==> src/rtl/memory_streamer_pkg.sv <==
// Shared types and constants for memory_read_streamer and its output buffer.
package memory_streamer_pkg;

  typedef enum logic [1:0] {
    IDLE  = 2'd0,
    RUN   = 2'd1,
    DRAIN = 2'd2
  } state_t;

  localparam int BUFFER_DEPTH = 2;
  localparam int COUNT_WIDTH  = $clog2(BUFFER_DEPTH + 1);

endpackage

==> src/rtl/stream_skid_buffer.sv <==
// Two-entry valid/ready buffer carrying {last, data}; push is unconditional,
// the producer uses the exposed count to guarantee space.
module stream_skid_buffer
  import memory_streamer_pkg::*;
#(
  parameter int WIDTH = 8
) (
  input  logic                   clk,
  input  logic                   reset_n,
  input  logic                   flush,
  input  logic                   push,
  input  logic                   push_last,
  input  logic [WIDTH-1:0]       push_data,
  input  logic                   out_ready,
  output logic                   out_valid,
  output logic                   out_last,
  output logic [WIDTH-1:0]       out_data,
  output logic [COUNT_WIDTH-1:0] count
);

  logic [WIDTH-1:0]       head_data_r, tail_data_r, head_data_s, tail_data_s;
  logic                   head_last_r, tail_last_r, head_last_s, tail_last_s;
  logic [COUNT_WIDTH-1:0] count_r, count_s;
  logic                   valid_r, pop_s;

  assign pop_s = valid_r && out_ready;

  // Next contents: the head register feeds the outputs, so it only moves on pop or on a push into empty.
  always_comb begin
    head_data_s = head_data_r;
    head_last_s = head_last_r;
    tail_data_s = tail_data_r;
    tail_last_s = tail_last_r;
    count_s     = count_r;
    case ({push, pop_s})
      2'b10: begin
        if (count_r == COUNT_WIDTH'(0)) begin
          head_data_s = push_data;
          head_last_s = push_last;
        end else begin
          tail_data_s = push_data;
          tail_last_s = push_last;
        end
        count_s = count_r + COUNT_WIDTH'(1);
      end
      2'b01: begin
        head_data_s = tail_data_r;
        head_last_s = tail_last_r;
        count_s     = count_r - COUNT_WIDTH'(1);
      end
      2'b11: begin
        if (count_r == COUNT_WIDTH'(1)) begin
          head_data_s = push_data;
          head_last_s = push_last;
        end else begin
          head_data_s = tail_data_r;
          head_last_s = tail_last_r;
          tail_data_s = push_data;
          tail_last_s = push_last;
        end
      end
      default: begin
        count_s = count_r;
      end
    endcase
    if (flush) begin
      count_s = COUNT_WIDTH'(0);
    end else begin
      count_s = count_s;
    end
    // A stale last flag must not linger once the buffer empties.
    if (count_s == COUNT_WIDTH'(0)) begin
      head_last_s = 1'b0;
    end else begin
      head_last_s = head_last_s;
    end
  end

  // Buffer storage and occupancy registers.
  always_ff @(posedge clk or negedge reset_n) begin
    if (!reset_n) begin
      head_data_r <= '0;
      head_last_r <= 1'b0;
      tail_data_r <= '0;
      tail_last_r <= 1'b0;
      count_r     <= COUNT_WIDTH'(0);
      valid_r     <= 1'b0;
    end else begin
      head_data_r <= head_data_s;
      head_last_r <= head_last_s;
      tail_data_r <= tail_data_s;
      tail_last_r <= tail_last_s;
      count_r     <= count_s;
      valid_r     <= (count_s != COUNT_WIDTH'(0));
    end
  end

  assign out_valid = valid_r;
  assign out_last  = head_last_r;
  assign out_data  = head_data_r;
  assign count     = count_r;

endmodule

==> src/rtl/memory_read_streamer.sv <==
// Streams a contiguous run of words from a 1-cycle-latency memory read port.
// Optional abort input enabled by defining MEMORY_READ_STREAMER_ABORT_EN.
module memory_read_streamer
  import memory_streamer_pkg::*;
#(
  parameter int DATAWIDTH    = 8,
  parameter int DATADEPTH    = 1024,
  parameter int ADDRESSWIDTH = $clog2(DATADEPTH),
  parameter int LENGTHWIDTH  = ADDRESSWIDTH + 1
) (
  input  logic                    clk,
  input  logic                    reset_n,
`ifdef MEMORY_READ_STREAMER_ABORT_EN
  input  logic                    abort,
`endif
  input  logic                    start,
  input  logic [ADDRESSWIDTH-1:0] start_address,
  input  logic [LENGTHWIDTH-1:0]  length,
  output logic                    busy,
  output logic                    done,
  output logic [ADDRESSWIDTH-1:0] mem_read_address,
  input  logic [DATAWIDTH-1:0]    mem_read_data,
  output logic [DATAWIDTH-1:0]    out_data,
  output logic                    out_valid,
  output logic                    out_last,
  input  logic                    out_ready
);

  state_t                  state_r, state_s;
  logic [ADDRESSWIDTH-1:0] address_r;
  logic [LENGTHWIDTH-1:0]  issue_remaining_r, beat_remaining_r;
  logic                    inflight_r, inflight_last_r, busy_r, done_r;
  logic                    abort_s, pop_s, load_s, zero_start_s, finish_s, issue_s, done_next_s;
  logic                    buf_valid_s;
  logic [COUNT_WIDTH-1:0]  buf_count_s;
  logic [2:0]              occupancy_s;

  function automatic logic [ADDRESSWIDTH-1:0] wrap_increment(input logic [ADDRESSWIDTH-1:0] a);
    if (a == ADDRESSWIDTH'(DATADEPTH - 1)) begin
      return '0;
    end else begin
      return a + ADDRESSWIDTH'(1);
    end
  endfunction

`ifdef MEMORY_READ_STREAMER_ABORT_EN
  assign abort_s = abort && (state_r != IDLE);
`else
  assign abort_s = 1'b0;
`endif

  assign occupancy_s = 3'(buf_count_s) + 3'(inflight_r);

  // State register.
  always_ff @(posedge clk or negedge reset_n) begin
    if (!reset_n) begin
      state_r <= IDLE;
    end else begin
      state_r <= state_s;
    end
  end

  // Next-state logic.
  always_comb begin
    state_s = state_r;
    case (state_r)
      IDLE: begin
        if (load_s) begin
          state_s = RUN;
        end else begin
          state_s = IDLE;
        end
      end
      RUN: begin
        if (abort_s) begin
          state_s = IDLE;
        end else if (issue_s && (issue_remaining_r == LENGTHWIDTH'(1))) begin
          state_s = DRAIN;
        end else begin
          state_s = RUN;
        end
      end
      DRAIN: begin
        if (abort_s || finish_s) begin
          state_s = IDLE;
        end else begin
          state_s = DRAIN;
        end
      end
      default: state_s = IDLE;
    endcase
  end

  // Control decodes; a read issues only when it cannot overflow the 2-entry buffer.
  always_comb begin
    pop_s        = buf_valid_s && out_ready;
    load_s       = (state_r == IDLE) && start && (length != LENGTHWIDTH'(0));
    zero_start_s = (state_r == IDLE) && start && (length == LENGTHWIDTH'(0));
    finish_s     = (state_r == DRAIN) && pop_s && (beat_remaining_r == LENGTHWIDTH'(1));
    issue_s      = (state_r == RUN) && !abort_s && (occupancy_s < (3'd2 + 3'(pop_s)));
    done_next_s  = zero_start_s || finish_s || abort_s;
  end

  // Address, counters, read pipeline tracking and registered status outputs.
  always_ff @(posedge clk or negedge reset_n) begin
    if (!reset_n) begin
      address_r         <= '0;
      issue_remaining_r <= '0;
      beat_remaining_r  <= '0;
      inflight_r        <= 1'b0;
      inflight_last_r   <= 1'b0;
      busy_r            <= 1'b0;
      done_r            <= 1'b0;
    end else begin
      busy_r          <= (state_s != IDLE);
      done_r          <= done_next_s;
      inflight_r      <= issue_s;
      inflight_last_r <= issue_s && (issue_remaining_r == LENGTHWIDTH'(1));
      if (abort_s) begin
        issue_remaining_r <= '0;
        beat_remaining_r  <= '0;
      end else if (load_s) begin
        address_r         <= start_address;
        issue_remaining_r <= length;
        beat_remaining_r  <= length;
      end else begin
        if (issue_s) begin
          address_r         <= wrap_increment(address_r);
          issue_remaining_r <= issue_remaining_r - LENGTHWIDTH'(1);
        end else begin
          issue_remaining_r <= issue_remaining_r;
        end
        if (pop_s) begin
          beat_remaining_r <= beat_remaining_r - LENGTHWIDTH'(1);
        end else begin
          beat_remaining_r <= beat_remaining_r;
        end
      end
    end
  end

  stream_skid_buffer #(
    .WIDTH(DATAWIDTH)
  ) u_buffer (
    .clk       (clk),
    .reset_n   (reset_n),
    .flush     (abort_s),
    .push      (inflight_r),
    .push_last (inflight_last_r),
    .push_data (mem_read_data),
    .out_ready (out_ready),
    .out_valid (buf_valid_s),
    .out_last  (out_last),
    .out_data  (out_data),
    .count     (buf_count_s)
  );

  assign out_valid        = buf_valid_s;
  assign busy             = busy_r;
  assign done             = done_r;
  assign mem_read_address = address_r;

endmodule

==> config.mk <==
export PLATFORM = sky130hd
export DESIGN_NAME = memory_read_streamer
export DESIGN_NICKNAME = d
export VERILOG_FILES = /design/src/rtl/memory_streamer_pkg.sv /design/src/rtl/stream_skid_buffer.sv /design/src/rtl/memory_read_streamer.sv
export SDC_FILE = /design/constraint.sdc
export NUM_CORES = 1
export LEC_CHECK = 0
export BUFFER_PORTS_ARGS = -buffer_cell sky130_fd_sc_hd__buf_2
export CAP_MARGIN = 40
export CORE_ASPECT_RATIO = 0.7
export CORE_MARGIN = 1.5
export CORE_UTILIZATION = 55
export DETAILED_ROUTE_END_ITERATION = 6
export GPL_ROUTABILITY_DRIVEN = 1
export MAX_ROUTING_LAYER = met4
export PLACE_DENSITY_LB_ADDON = 0.2
export SYNTH_ARGS = -nofsm -noshare
export SYNTH_HDL_FRONTEND = slang
export SYNTH_SLANG_ARGS = --single-unit
==> constraint.sdc <==
create_clock -name clk -period 2.75 [get_ports clk]
set_input_delay 0 -clock clk [delete_from_list [all_inputs] [get_ports clk]]
set_output_delay 0 -clock clk [all_outputs]
set_load 0.005 [all_outputs]
==> results.md, run 1 <==
* Status: finished clean
* CTS sink count at 59
* Final Hold Viols at 0
* Worst hold slack at 0.1383 ns
* Largest net degree at the start of global routing at 24
* Syn Std Cell Area at 3008 µm²
* Crit path time final at 2.480 ns
* Setup violators final at 0
* Most common cell after layout, fill and taps aside: dfrtp_1
* Die X at 91.39 µm
* Synth warn at 0
* Sequential area share after synthesis at 49.08%
* Worst slew margin at 62.54%
* Max-cap viol count at 0
* Reg clk slew, reported paths at 0.07 ns
* Critical path data required time at 2.95 ns
* Dpl hpwl at 4918 µm
* Synth Instances at 306
* Clock power share at 22.0%
* First-pass GRT wire length at 11690 µm
* Area grow syn2layout at 31.16%
* Residual DRC at 0
* CP Class: register to register
* Layout cells sized above 1 at 23.95%
* Clock tree buffer depth at 2
* First-pass DRT Iterations at 5
* Crit start category: register
* Clk Latency, worst-skew pair at 0.34 ns
* ANT cells at 0
* Flop pwr share at 37.9%
* Tcrit/Tclk final at 90.17%
* CTS buffer count at 9
* Final setup TNS at 0 ns
* # port buffers at 54
* Die Area at 5928 µm²
* CTS tree: done
* PwrDens at 1109 nW/µm²
* FP Rows at 22
* CTS root buf: clkbuf_8
* Synth Register Bits at 59
* Drt via density at 5.501
* Crit path capture type: register
* Slew Limit Fails at 0
* Post-synth cell types at 38
* Overflow after GRT at 0
* Post-Route WL at 7237 µm
* Sw frac at 38.17%
* Antenna viol nets, final at 0
* Initial antenna violation count at 0
* Highest Clock Rate at 403.3 MHz
* Wirelength per Cell at 15.17 µm
* Worst-path fanout max at 12
* Most frequent cells in the layout: 59 x dfrtp_1, 54 x buf_2, 42 x nand2_1
* Setup Skew at 0.007001 ns
* Logic pwr share at 40.1%
* Vias in the first global route at 2457
* Worst Tran Pin Value at 0.5568 ns
* Pleak at 1.778 nW
* Syn avg cell area at 9.830 µm²
* Worst EP arrival at 2.68 ns
* Post-CTS setup buffer count at 0
* 1st-iter DRT viols at 172
* VDD IR max at 0.0005678 V
* Die height at 64.87 µm
* I/O pin total at 55
* H-tree depth at 3
* Final #Nets at 442
* Routed vias at 2624
* RSZ-0062 raised after global routing: no
* Total track usage at 26.93%
* P_int at 2.704 mW
* NetSw at 1.670 mW
* Hold Crit Class: primary input to async pin
* Core ar. at 5258 µm²
* RD Place Congestion at 0.9059
* Syn Nets at 348
* Initial Util at 57.21%
==> path summary, 6_finish.rpt <==
check / slack [ns] / start / cells after the start / end
worst max-delay path: 0.27 / inflight_r / 8 / issue_remaining_r[6]
worst min-delay path: 0.14 / reset_n / 2 / beat_remaining_r[4]
worst max register to register: 0.27 / inflight_r / 8 / issue_remaining_r[6]
worst min register to register: 0.49 / u_buffer.out_data[7] / 2 / u_buffer.out_data[7]
max in group asynchronous: 1.93 / reset_n / 3 / u_buffer.tail_data_r[5]
min in group clk: 0.14 / start / 3 / done
==> layer usage <==
metal,vias up,wire (µm),track usage (%),part of all wire (%)
met1,1256,3519,36.88,49
met4,0,108,9.766,1.5
met2,65,3243,39.27,45
li1,1291,-,-,-
met3,12,366,6.338,5.1
met5,-,0,-,0
==> per-stage QoR <==
| step | worst slack [ns] | area (µm²) | utilization, % | total power [mW] | cells |
|---|---|---|---|---|---|
| floorplan | 0.5504 | 3008 | - | 2.778 | 306 |
| global placement | 0.3004 | 3400 | 64.66 | 3.275 | 431 |
| detailed placement | 0.2326 | 3400 | 64.66 | 3.339 | 431 |
| CTS | 0.1865 | 3941 | 74.96 | 4.352 | 477 |
| global route | 0.1377 | 3945 | 75.04 | 4.693 | 477 |
| finish | 0.2704 | 3945 | 75.04 | 4.374 | 477 |
==> state kept, by name, indices dropped and copies added (netlist names) <==
signal                cells
beat_remaining_r         11
issue_remaining_r        11
mem_read_address         10
u_buffer.out_data         8
u_buffer.tail_data_r      8
state_r                   2
u_buffer.count            2
busy                      1
done                      1
inflight_last_r           1
inflight_r                1
u_buffer.out_last         1
u_buffer.out_valid        1
u_buffer.tail_last_r      1
==> power by group through the flow <==
stage	clock [mW]	combinational, mW	sequential (mW)
final	0.962	1.75	1.66
after global routing	1.01	1.97	1.71
after CTS	0.971	1.73	1.65
after detailed placement	0	1.68	1.66
after global placement	0	1.63	1.64
after floorplan	0	1.20	1.58
==> layout make-up <==
| class | count | area (µm²) |
|---|---|---|
| clock inverter | 5 | 100.1 |
| inverter | 8 | 33.78 |
| multi-input combinational | 230 | 1473 |
| fill | 378 | 1313 |
| clock buffer | 11 | 141.4 |
| sequential | 59 | 1476 |
| timing repair buffer | 92 | 630.6 |
| tap | 72 | 90.09 |
==> timing repair <==
item | in CTS | in global routing
hold endpoints to repair | 66 | 0
setup endpoints to repair | 0 | 1
hold buffers | 30 | 0
gates resized for setup | 0 | 1
==> worst max-delay path, stage by stage (launching register included) <==
cell and delay, ns:
dfrtp_1 0.48, ha_1 0.26, ha_1 0.18, or3b_2 0.43, a21o_1 0.21, buf_4 0.20
nor4_1 0.33, xnor2_1 0.16, a21oi_1 0.08
==> Yosys cell counts, drive strengths merged <==
master / number / area [µm²]
dfrtp: 59 / 1476
nand2: 43 / 163.9
o21ai: 33 / 165.2
nor2: 21 / 78.83
a21oi: 15 / 75.07
xnor2: 12 / 105.1
mux2i: 10 / 100.1
ha: 9 / 112.6
mux2: 9 / 101.4
nand3: 9 / 50.05
clkbuf: 8 / 30.03
inv: 8 / 30.03
nor3: 8 / 40.04
a31oi: 7 / 43.79
nor4: 7 / 43.79
o211ai: 6 / 45.04
xor2: 6 / 52.55
or4: 5 / 56.30
nand3b: 4 / 30.03
and3: 3 / 18.77
and4: 3 / 26.28
o311ai: 3 / 26.28
and2: 2 / 12.51
nand2b: 2 / 12.51
o21a: 2 / 15.01
or3b: 2 / 17.52
a21o: 1 / 7.510
a221oi: 1 / 8.760
a22oi: 1 / 7.510
a311oi: 1 / 8.760
a41o: 1 / 10.01
buf: 1 / 5.000
nand4bb: 1 / 11.26
nor2b: 1 / 6.260
nor3b: 1 / 7.510
or3: 1 / 6.260
==> logic make-up (layout without fill, tap and decap cells) <==
| kind of cell | count (synthesis) | count (layout) | synth area share, % |
|---|---|---|---|
| multiplexers | 19 | 19 | 6.697 |
| AND/OR/NAND/NOR | 113 | 113 | 19.34 |
| adder cells (fa/ha/maj) | 9 | 9 | 3.744 |
| buffers and inverters | 17 | 116 | 2.163 |
| XOR/XNOR | 18 | 18 | 5.241 |
| AO/OA/AOI/OAI | 71 | 71 | 13.73 |
| flip-flops | 59 | 59 | 49.08 |
No activity file was read; power rests on OpenSTA's default activity.
==> run 2: changes to the inputs <==
CELL_PAD_IN_SITES_DETAIL_PLACEMENT = 0   (was unset)
CELL_PAD_IN_SITES_GLOBAL_PLACEMENT = 1   (was unset)
CORE_ASPECT_RATIO = 1.1   (was 0.7)
CORE_UTILIZATION = 42   (was 55)
==> run 2 against run 1 <==
Effect of this change:
- critical path depth unchanged
- wire length decreased by 0.79%
- sequential share of layout area up 0.25 points
- worst setup slack lost 0.0038 ns
- hold slack improved by 0.016 ns
- die area increased by 30%
- sequential power is essentially flat
- clock skew grew 0.0014 ns
- largest power group unchanged
- highest routed layer unchanged
==> results.md, run 2 (synthesis results as in run 1) <==
* I/O pin total at 55 (unchanged)
* Most common cell after layout, fill and taps aside: dfrtp_1
* Clock tree buffer depth at 2 (unchanged)
* Worst-path fanout max at 15 (+3)
* Final core utilization at 56.25% (-19 points)
* CTS buffer count at 9 (unchanged)
* VDD IR max at 0.0005063 V (-11%)
* Initial Util at 43.18% (-14 points)
* Slew Limit Fails at 0 (unchanged)
* Die Area at 7679 µm² (+30%)
* Tcrit/Tclk final at 90.30% (+0.14 points)
* First-pass DRT Iterations at 4 (-1)
* Pleak at 1.759 nW (-1.1%)
* Highest Clock Rate at 402.7 MHz (-0.15%)
* Layout cells sized above 1 at 23.70% (-0.25 points)
* Setup violators final at 0 (unchanged)
* 1st-iter DRT viols at 107 (-38%)
* Most frequent cells in the layout: 59 x dfrtp_1, 54 x buf_2, 42 x nand2_1
* H-tree depth at 3 (unchanged)
* Overflow after GRT at 0 (unchanged)
* Placed cells at 445 (+3.2%)
* Die X at 83.69 µm (-8.4%)
* Final Hold Viols at 0 (unchanged)
* Hold Crit Class: primary input to register
* CP Class: register to register
* Reg2Reg Depth at 8 (unchanged)
* FP Rows at 32 (+45%)
* Worst EP arrival at 2.67 ns (about the same)
* Crit start category: register
* RD Place Congestion at 0.8201 (-9.5%)
* Clk Latency, worst-skew pair at 0.33 ns (about the same)
* Crit path time final at 2.483 ns (+0.003805 ns)
* Residual DRC at 0 (unchanged)
* Worst hold slack at 0.1547 ns (+0.01638 ns)
* Fin cells at 490 (+2.7%)
* CTS tree: done
* First-pass GRT wire length at 12570 µm (+7.6%)
* Total track usage at 21.37% (-5.6 points)
* # port buffers at 54 (unchanged)
* Dpl hpwl at 5110 µm (+3.9%)
* Final WS setup at 0.2666 ns (-0.003805 ns)
* Hold Path Cell Cnt at 3
* CTS sink count at 59 (unchanged)
* Area grow syn2layout at 30.28%
* Reg clk slew, reported paths at 0.07 ns (about the same)
* Final setup TNS at 0 ns (unchanged)
* Antenna viol nets, final at 0 (unchanged)
* Drt via density at 5.192 (-5.6%)
* Max-cap viol count at 0 (unchanged)
* CTS root buf: clkbuf_8
* RSZ-0062 raised after global routing: no
* Routed vias at 2544 (-3.0%)
* Final #Nets at 443 (+0.23%)
* Worst slew margin at 56.42% (-6.1 points)
* Worst slack at placement at 0.3181 ns (+0.08549 ns)
* Vias in the first global route at 2529 (+2.9%)
* PwrDens at 1053 nW/µm² (-5.0%)
* Core ar. at 6967 µm² (+33%)
* Die height at 91.76 µm (+41%)
* Wirelength per Cell at 14.65 µm (-3.4%)
* Crit path capture type: register
* Initial antenna violation count at 0 (unchanged)
* Worst Tran Pin Value at 0.6478 ns (+0.09101 ns)
* Setup Skew at 0.008389 ns (+0.001388 ns)
* Post-Route WL at 7180 µm (-0.79%)
* ANT cells at 0 (unchanged)
* Largest net degree at the start of global routing at 28 (+17%)
* Critical path data required time at 2.94 ns (about the same)
* Status: finished clean
## run 2: changes by cell type in the layout (fill, tap and decap cells not counted), sizes merged
| cell | delta |
|---|---|
| buf | +1 |
| bufinv | -2 |
| clkbuf | -1 |
| clkinvlp | +1 |
| inv | +1 |
## run 2: final cells by class
type	count	area, µm²
clock buffers	10	127.6
clock inverters	5	55.05
fillers	650	3048
inverters	8	30.03
multi-input cells	230	1473
flip-flops and latches	59	1476
well taps	85	106.4
repair buffers	93	650.6
## run 2: per-layer routing
metal	vias to the layer above	global-route usage (%)	routed length (µm)
met5	-	-	0
met4	0	7.923	142
met3	12	2.700	171
met2	42	34.01	3412
met1	1201	28.24	3454
li1	1289	-	-
## run 2: timing repair
action                                 in CTS  in global routing
endpoints found under the hold margin      66                  0
resized for setup                           0                  0
buffers inserted                            0                  0
hold buffers                               30                  0
## run 2: final timing paths
kind	startpoint	end	slack [ns]
max in group asynchronous	reset_n	beat_remaining_r[10]	2.05
min in group asynchronous	reset_n	mem_read_address[6]	0.16
max reg2reg	u_buffer.count[0]	issue_remaining_r[5]	0.27
max	u_buffer.count[0]	issue_remaining_r[5]	0.27
min	start	done	0.15
min reg2reg	u_buffer.out_data[6]	u_buffer.out_data[6]	0.47
## run 2: critical path: stages, from the launching register on
cell,delay (ns)
dfrtp_1,0.43
ha_1,0.20
ha_1,0.18
or3b_2,0.44
a21o_1,0.19
inv_1,0.35
nand2_1,0.22
o211ai_1,0.20
o311ai_0,0.14
## run 2: stage by stage
stage / total power [mW] / instance area, µm²
3_5_place_dp: 3.350 / 3436
2_1_floorplan: 2.778 / 3008
6_report: 4.128 / 3919
4_1_cts: 4.147 / 3919
3_3_place_gp: 3.303 / 3416
5_1_grt: 4.518 / 3919
## run 2: where the power goes
group	switching, mW	internal [mW]	total [mW]
logic	0.925	0.815	1.74
registers	0.363	1.27	1.63
clock network	0.346	0.410	0.757
total	1.63	2.49	4.13
==> run 3: changes to the inputs <==
CORE_UTILIZATION = 25   (was 42)
==> run 3 against run 2 <==
Effect of this change:
- hold slack got worse by 0.052 ns
- largest power group unchanged
- critical path type unchanged
- highest routed layer unchanged
- die area increased by 65%
- power is 14% higher
==> results.md, run 3 (synthesis results as in run 1) <==
* Status: finished clean
* CTS tree: done
* Pleak at 1.827 nW (+3.8%)
* Post-Route WL at 8044 µm (+12%)
* CTS root buf: clkbuf_16
* Antenna viol nets, final at 0 (unchanged)
* P_int at 2.980 mW (+20%)
* Worst-path fanout max at 10 (-5)
* Setup violators final at 0 (unchanged)
* Die X at 107.6 µm (+29%)
* Post-CTS setup buffer count at 0 (unchanged)
* Worst EP arrival at 2.63 ns (-0.04 ns)
* Critical path data required time at 2.96 ns (+0.02 ns)
* Slowest stage delay, CP at 0.47 ns (+0.03 ns)
* First-pass GRT wire length at 13410 µm (+6.7%)
* RSZ-0062 raised after global routing: no
* RD Place Congestion at 0.7986 (-2.6%)
* Flop pwr share at 35.0% (-4.5 points)
* Area grow syn2layout at 37.60%
* Worst Tran Pin Value at 0.6341 ns (-0.01365 ns)
* Setup Skew at 0.004410 ns (-0.003978 ns)
* # port buffers at 54 (unchanged)
* Overflow after GRT at 0 (unchanged)
* Total track usage at 14.02% (-7.4 points)
* Hold Buf Count CTS at 30 (unchanged)
* ANT cells at 0 (unchanged)
* Routed vias at 2647 (+4.0%)
* FP Rows at 41 (+28%)
* Core ar. at 11590 µm² (+66%)
* Initial antenna violation count at 0 (unchanged)
* Logic pwr share at 37.5% (-4.7 points)
* Highest Clock Rate at 413.7 MHz (+2.7%)
* Layout cells sized above 1 at 23.95% (+0.25 points)
* Crit-path slowest cell: dfrtp_1
* H-tree depth at 3 (unchanged)
* Vias in the first global route at 2631 (+4.0%)
* CP Class: register to register
* First-pass DRT Iterations at 4 (unchanged)
* Area of the multi-input gates at 1473 µm² (unchanged)
* Slew Limit Fails at 0 (unchanged)
* Sw frac at 36.76% (-2.8 points)
* Dpl hpwl at 5708 µm (+12%)
* Worst slew margin at 57.72% (+1.3 points)
* Post-DP Area at 3497 µm² (+1.8%)
* PwrDens at 1139 nW/µm² (+8.1%)
* Clock power share at 27.6% (+9.3 points)
* NetSw at 1.732 mW (+6.0%)
* Hold Crit Class: primary input to async pin
* I/O pin total at 55 (unchanged)
* Die height at 118.0 µm (+29%)
* Final WS setup at 0.3331 ns (+0.06643 ns)
* Final #Nets at 442 (-0.23%)
* 1st-iter DRT viols at 114 (+6.5%)
* Initial Util at 25.94% (-17 points)
* Drt via density at 4.769 (-8.1%)
* Most Frequent Cell on Critical Path: ha_1
* Design area at 4139 µm² (+5.6%)
* CTS buffer count at 9 (unchanged)
* Wirelength per Cell at 14.49 µm (-1.1%)
* Crit path capture type: register
* Most frequent cells in the layout: 59 x dfrtp_1, 54 x buf_2, 42 x nand2_1
* FF/Latch Area at 1476 µm² (unchanged)
* Clock tree buffer depth at 2 (unchanged)
* Max-cap viol count at 0 (unchanged)
* Tcrit/Tclk final at 87.89% (-2.4 points)
* Die Area at 12700 µm² (+65%)
* Final Hold Viols at 0 (unchanged)
* Most common cell after layout, fill and taps aside: dfrtp_1
* Reg clk slew, reported paths at 0.06 ns (about the same)
* Residual DRC at 0 (unchanged)
* Clk Latency, worst-skew pair at 0.33 ns (about the same)
* Crit start category: register
* Crit path cell chain: ha_1 > ha_1 > or3b_2 > a21o_1 > inv_1 > buf_4 > and3_1 > and4_1 > nor3_1
* VDD IR max at 0.0003707 V (-27%)
* CTS sink count at 59 (unchanged)
* Crit path time final at 2.417 ns (-0.06643 ns)
* Final setup TNS at 0 ns (unchanged)
* Largest net degree at the start of global routing at 48 (+71%)
* # resized after CTS at 0 (unchanged)
* Fillers at 1216 (+87%)
* Worst slack at placement at 0.3463 ns (+0.02818 ns)
==> run 3: cell types whose count changed in the layout (fill, tap and decap cells not counted) <==
cell | previous run | this run
clkinvlp_4 | 2 | 1
clkbuf_1 | 1 | 0
bufinv_16 | 1 | 3
clkinv_4 | 0 | 1
clkbuf_8 | 9 | 0
buf_12 | 1 | 0
clkbuf_16 | 0 | 9
==> run 3: area by class of cell <==
| class | count | area share [%] |
|---|---|---|
| Tap cell | 150 | 4.534 |
| Multi-Input combinational cell | 230 | 35.58 |
| Clock buffer | 9 | 5.441 |
| Clock inverter | 7 | 2.811 |
| Inverter | 8 | 0.7255 |
| Timing Repair Buffer | 92 | 15.24 |
| Sequential cell | 59 | 35.67 |
==> run 3: through the flow <==
step	std cells	hold WS (ns)	utilization, %	power (mW)
floorplan	306	-0.2956	-	2.778
global placement	509	-0.07536	30.16	3.402
detailed placement	509	-0.08064	30.16	3.413
CTS	555	0.1177	35.70	4.779
global route	555	0.1347	35.70	5.116
finish	555	0.1030	35.70	4.713
==> run 3: worst paths after layout <==
kind	startpoint	to	cells after the start	slack (ns)
min in group clk	start	done	3	0.16
max reg2reg	inflight_r	mem_read_address[8]	9	0.33
min	reset_n	busy	2	0.10
max in group asynchronous	reset_n	mem_read_address[1]	3	1.71
max	inflight_r	mem_read_address[8]	9	0.33
min reg2reg	u_buffer.out_data[3]	u_buffer.out_data[3]	2	0.47
==> run 3: power groups by stage <==
stage | combinational (mW) | clock [mW] | sequential (mW)
floorplan | 1.20 | 0 | 1.58
global placement | 1.74 | 0 | 1.66
detailed placement | 1.76 | 0 | 1.66
CTS | 1.80 | 1.33 | 1.65
global route | 2.02 | 1.37 | 1.72
finish | 1.77 | 1.30 | 1.65
==> run 3: layer usage <==
| layer | up-vias | wire length, µm | GRT usage [%] |
|---|---|---|---|
| met4 | 0 | 108 | 4.441 |
| li1 | 1291 | - | - |
| met5 | - | 0 | - |
| met3 | 9 | 296 | 3.212 |
| met1 | 1285 | 3958 | 18.59 |
| met2 | 62 | 3681 | 21.14 |
==> run 3: critical path: cells and delay by family (launching register included) <==
kind,cells,cell delay [ns]
adder cells (fa/ha/maj),2,0.41
flip-flops,1,0.47
buffers and inverters,2,0.36
AO/OA/AOI/OAI,1,0.19
AND/OR/NAND/NOR,4,0.86
